===== config.mk =====
export PLATFORM = sky130hd
export DESIGN_NAME = keypad_emulator
export DESIGN_NICKNAME = d
export VERILOG_FILES = /design/src/rtl/keypad_emulator.sv
export SDC_FILE = /design/constraint.sdc
export NUM_CORES = 1
export LEC_CHECK = 0
export CAP_MARGIN = 10
export CORE_ASPECT_RATIO = 0.75
export CORE_MARGIN = 3
export CORE_UTILIZATION = 50
export CTS_BUF_LIST = sky130_fd_sc_hd__clkbuf_8
export CTS_CLUSTER_SIZE = 30
export DETAILED_ROUTE_END_ITERATION = 10
export GPL_TIMING_DRIVEN = 1
export PLACE_DENSITY = 0.77
export SLEW_MARGIN = 0
export SYNTH_ARGS = -nofsm -noshare
export SYNTH_HDL_FRONTEND = slang
export SYNTH_SLANG_ARGS = --single-unit

===== constraint.sdc =====
create_clock -name clk -period 2 [get_ports clk]
set_input_delay 0.6 -clock clk [delete_from_list [all_inputs] [get_ports clk]]
set_output_delay 0.6 -clock clk [all_outputs]
set_load 0.05 [all_outputs]

===== src/rtl/keypad_emulator.sv =====
//----------------------------------------------------------------------------
// keypad_emulator
//
// Stands in for a 4x4 matrix push-button keypad in front of a column-scanning
// keypad reader. A key code is accepted through a valid/ready handshake. The
// emulator then "presses" that key for a fixed time, with optional contact
// chatter beforehand. It keeps the key released for a gap time and then
// signals completion.
//
// While pressed, the key's row line is pulled low only when the reader
// drives exactly that key's column. The row response is combinational from
// col, so the reader sees it in the same cycle it scans.
//
// Ports
//   clk        in   1  system clock
//   reset      in   1  asynchronous, active-low reset
//   key_code   in   4  key to press, 0x0..0xF
//   key_valid  in   1  key_code valid
//   key_ready  out  1  idle, will accept key_code
//   col        in   4  reader column drive, active-low one-hot
//   row        out  4  row lines to reader, active-low, 1111 = no key
//   busy       out  1  key sequence in progress
//   done       out  1  one-cycle pulse when a sequence completes
//----------------------------------------------------------------------------
`timescale 1ns/1ps

module keypad_emulator #(
   parameter int HOLD_CYCLES   = 16,
   parameter int GAP_CYCLES    = 16,
   parameter int BOUNCE_CYCLES = 0,
   parameter int CNT_W         = 16
) (
   input  logic       clk,
   input  logic       reset,
   input  logic [3:0] key_code,
   input  logic       key_valid,
   output logic       key_ready,
   input  logic [3:0] col,
   output logic [3:0] row,
   output logic       busy,
   output logic       done
);

   typedef enum logic [1:0] {
      IDLE   = 2'd0,
      BOUNCE = 2'd1,
      HOLD   = 2'd2,
      GAP    = 2'd3
   } state_t;

   // Last counter value of each phase. The bounce value is unused when
   // BOUNCE_CYCLES is 0, so its truncated -1 never matters.
   localparam logic [CNT_W-1:0] BOUNCE_LAST = CNT_W'(BOUNCE_CYCLES - 1);
   localparam logic [CNT_W-1:0] HOLD_LAST   = CNT_W'(HOLD_CYCLES - 1);
   localparam logic [CNT_W-1:0] GAP_LAST    = CNT_W'(GAP_CYCLES - 1);

   state_t           state_reg, state_next;
   logic [CNT_W-1:0] cnt_reg, cnt_next;
   logic [3:0]       code_reg, code_next;
   logic             pressed_reg, pressed_next;
   logic             done_reg, done_next;

   logic [3:0]       col_pat;
   logic [3:0]       row_pat;

   always_ff @(posedge clk or negedge reset) begin
      if (!reset) begin
         state_reg   <= IDLE;
         cnt_reg     <= '0;
         code_reg    <= 4'h0;
         pressed_reg <= 1'b0;
         done_reg    <= 1'b0;
      end else begin
         state_reg   <= state_next;
         cnt_reg     <= cnt_next;
         code_reg    <= code_next;
         pressed_reg <= pressed_next;
         done_reg    <= done_next;
      end
   end

   always_comb begin
      state_next = state_reg;
      cnt_next   = cnt_reg + CNT_W'(1);
      code_next  = code_reg;
      done_next  = 1'b0;

      case (state_reg)
         IDLE: begin
            cnt_next = '0;
            if (key_valid) begin
               code_next  = key_code;
               state_next = (BOUNCE_CYCLES > 0) ? BOUNCE : HOLD;
            end
         end
         BOUNCE: begin
            if (cnt_reg == BOUNCE_LAST) begin
               state_next = HOLD;
               cnt_next   = '0;
            end
         end
         HOLD: begin
            if (cnt_reg == HOLD_LAST) begin
               state_next = GAP;
               cnt_next   = '0;
            end
         end
         GAP: begin
            if (cnt_reg == GAP_LAST) begin
               state_next = IDLE;
               cnt_next   = '0;
               done_next  = 1'b1;
            end
         end
         default: begin
            state_next = IDLE;
            cnt_next   = '0;
         end
      endcase

      // pressed is derived from the upcoming state and count. Registering it
      // keeps it aligned with the phase it belongs to, so the first pressed
      // cycle is the one right after the transfer edge. It also means pressed
      // cannot glitch while the counter changes.
      pressed_next = (state_next == HOLD) ||
                     ((state_next == BOUNCE) && !cnt_next[0]);
   end

   // The key's column sits at code[3:2] and its row at code[1:0].
   assign col_pat = ~(4'b0001 << code_reg[3:2]);
   assign row_pat = ~(4'b0001 << code_reg[1:0]);

   assign row       = (pressed_reg && (col == col_pat)) ? row_pat : 4'b1111;
   assign key_ready = (state_reg == IDLE);
   assign busy      = ~key_ready;
   assign done      = done_reg;

endmodule


==> flow_metrics.tcl <==
set metrics [dict create \
    cp_num_buf_inv 2 \
    rsz0062_at_grt "yes" \
    wl_met3_um 148 \
    cp-end-kind "output port" \
    path_class "input pin to output port" \
    dr.pass1.iters 4 \
    drc 0 \
    fin_util 0.696 \
    hold_path_end "code_reg[2]" \
    cp_common_cell "buf_6" \
    post-dp-hpwl_mm 2.21 \
    drive_above_1_share 0.229 \
    syn_area_sq_um 1310 \
    num-fill-cells 198 \
    antenna_found_initial 0 \
    largest_reg_flops 16 \
    highest_layer "met4" \
    holdBufCountCts 0 \
    critical_path.slowest_cell "or3b_4" \
    grt.total_usage 0.200 \
    rows 15 \
    crit_family "simple AND/OR/NAND/NOR gates" \
    finalHoldViolCount 0 \
    vias 1111 \
    routed_via_density 5.94 \
    synth_cell_types 39 \
    pin_count 18 \
    die_w_um 65.1 \
    slew_headroom 0.783 \
    die_height_um 50.3 \
    antenna_cells 0 \
    gp_congestion 0.859 \
    period_needed_ns 2.34 \
    r2r-start "cnt_reg[0]" \
    avgRoutedWirePerCell_um 15.8 \
    synth_ff_type "dfrtp_1" \
    clock_latency_ns 0.27 \
    place_inst 183 \
    grt_pass1_wl_mm 5.13 \
    core_sq_um 2380 \
    drtIter0Drc 58 \
    crit_path_cell_trace "buf_6 -> or3b_4 -> a211oi_2 -> a41o_1 -> nand4b_1 -> buf_6" \
    fin_cells 187 \
    setup_slack_ns -0.345 \
    worst_pin_slew_ns 0.322 \
    power_leakage_nw 0.668 \
    hold_class "flop to flop" \
    numCtsBuffers 3 \
    ys_async_sr_fraction 1.00 \
    status "finished with violations" \
    area_growth_pct 26.7 \
    start_kind "input pin" \
    start_util 0.549 \
    cap_viol_max_count 0 \
    yosysSeqAreaShare 0.459 \
    fin_hold_ws_ns 0.570 \
    ys_ff_latch 24 \
    grt_max_degree 25 \
    die_area_sq_um 3270 \
    crit_required_ns 1.40 \
    setup_violations 4 \
    clkTransAtPathRegs_ns 0.09 \
    slowest_delay_ns 0.38 \
    cts_tree "yes" \
    cts_num_sinks 24 \
    ir_drop_mv 0.579 \
    power_density_nw_per_um2 933 \
    design_area_sq_um 1660 \
    cts-htree-levels 1 \
    cp_max_fo 4 \
    synth-edff-count 0 \
    crit_arrival_ns 1.74 \
    route.met2.wl_mm 1.36 \
    regToRegSetupSlack_ns 0.12 \
    grt_overflow 0 \
    crit-reg2reg-capture "cnt_reg[15]" \
    m1WireLength_mm 1.42 \
    yosysWarnings 0 \
    synth.avg_cell_area_sq_um 10.4 \
    synth_cells 126 \
    violations "setup timing" \
    fin_nets 166 \
    maxSlewViolCount 0 \
    fin_crit_sh 1.17 \
    hold_path.startpoint "code_reg[2]" \
    fin_skew_ns 0.00668 \
    worstRegToRegCells 6 \
    finalPower_mw 1.55 \
    ctsLongestPathBuffers 2 \
    postRouteAntennaNets 0 \
    grt_pass1_vias 1122 \
    synth_fp_nets 138 \
    cts_root_buf "clkbuf_8" \
    whs_path_depth 1 \
    fmax_mhz 427 \
    finalWirelength_mm 2.96 \
    place_area_sq_um 1580 \
    port_buffers 17 \
    cts_setup_buffers 0 \
]
[where the power goes]
group	internal, mW	total (mW)	switching [mW]
Combinational	0.195	0.413	0.218
Sequential	0.577	0.711	0.134
Clock	0.268	0.422	0.155
Total	1.04	1.55	0.507
[placed cells by master, fill, tap and decap left out, drive strengths merged, types with 2 or more instances in the layout]
cell type       n
mux2            4
nand4b          2
clkbuf          3
nand4           3
a21oi           2
dfrtp          24
and2            2
nand2           9
nor4            6
and3            4
dlygate4sd2     2
inv             4
or3             2
a211oi          3
xor2            3
clkdlybuf4s50   6
o21ai           2
nor3           15
nand3           8
xnor2           9
nor3b           2
nor2            5
buf            17
and4            2
o32ai           2
[worst reg2reg max path, stage by stage, from the launching register on]
cell and delay (ns):
dfrtp_1 0.47, ha_1 0.27, and4_1 0.25, nand3_1 0.13, o32ai_4 0.29, buf_4 0.26
a211oi_1 0.08
[worst max path at each step]
stage               endpoint  cells past startpoint  startpoint
CTS                   row[1]                      6      col[0]
global route          row[1]                      6      col[0]
finish                row[1]                      6      col[0]
global placement      row[2]                      6      col[2]
floorplan             row[1]                      4      col[0]
detailed placement    row[1]                      6      col[2]
[Yosys cell counts, types with 3 or more instances]
cell type / instances / area share
dfrtp_1: 24 / 0.46
nor3_1: 15 / 0.057
nand2_1: 9 / 0.026
xnor2_1: 9 / 0.060
nand3_1: 6 / 0.023
nor4_1: 6 / 0.029
nor2_1: 5 / 0.014
inv_1: 4 / 0.011
mux2_2: 4 / 0.034
and3_1: 3 / 0.014
nand4_1: 3 / 0.014
xor2_1: 3 / 0.020
[cell families (layout without fill, tap and decap cells)]
family | after synthesis | in the layout | synth area share
multiplexers | 4 | 4 | 0.0344
AO/OA/AOI/OAI | 14 | 14 | 0.0937
AND/OR/NAND/NOR | 65 | 65 | 0.305
adder cells (fa/ha/maj) | 1 | 1 | 0.00956
buffers and inverters | 6 | 33 | 0.0182
flip-flops | 24 | 24 | 0.459
XOR/XNOR | 12 | 12 | 0.0803
[per-layer routing]
layer / track usage / vias up
li1: - / 526
met1: 0.278 / 547
met2: 0.307 / 32
met3: 0.0626 / 6
met4: 0.0414 / 0
met5: 0 / -
[per-stage QoR]
stage               worst slack (ns)  setup TNS [ns]
floorplan                     -0.415           -1.75
global placement              -0.711           -2.81
detailed placement            -0.778           -3.02
CTS                           -0.351           -1.30
global route                  -0.405           -1.55
finish                        -0.345           -1.30
[final cells by class]
class                   instances  area (sq um)  share of cell area
clock inverters                 1          30.0              0.0181
flip-flops and latches         24           601               0.362
inverters                       4          15.0             0.00906
multi-input cells              96           694               0.419
well taps                      34          42.5              0.0257
clock buffers                   3          41.3              0.0249
repair buffers                 25           234               0.141
[repair_timing]
item	CTS	global route
resized for setup	15	1
pin swaps	4	0
setup endpoints to repair	4	5
(Power assumes the default switching activity.)
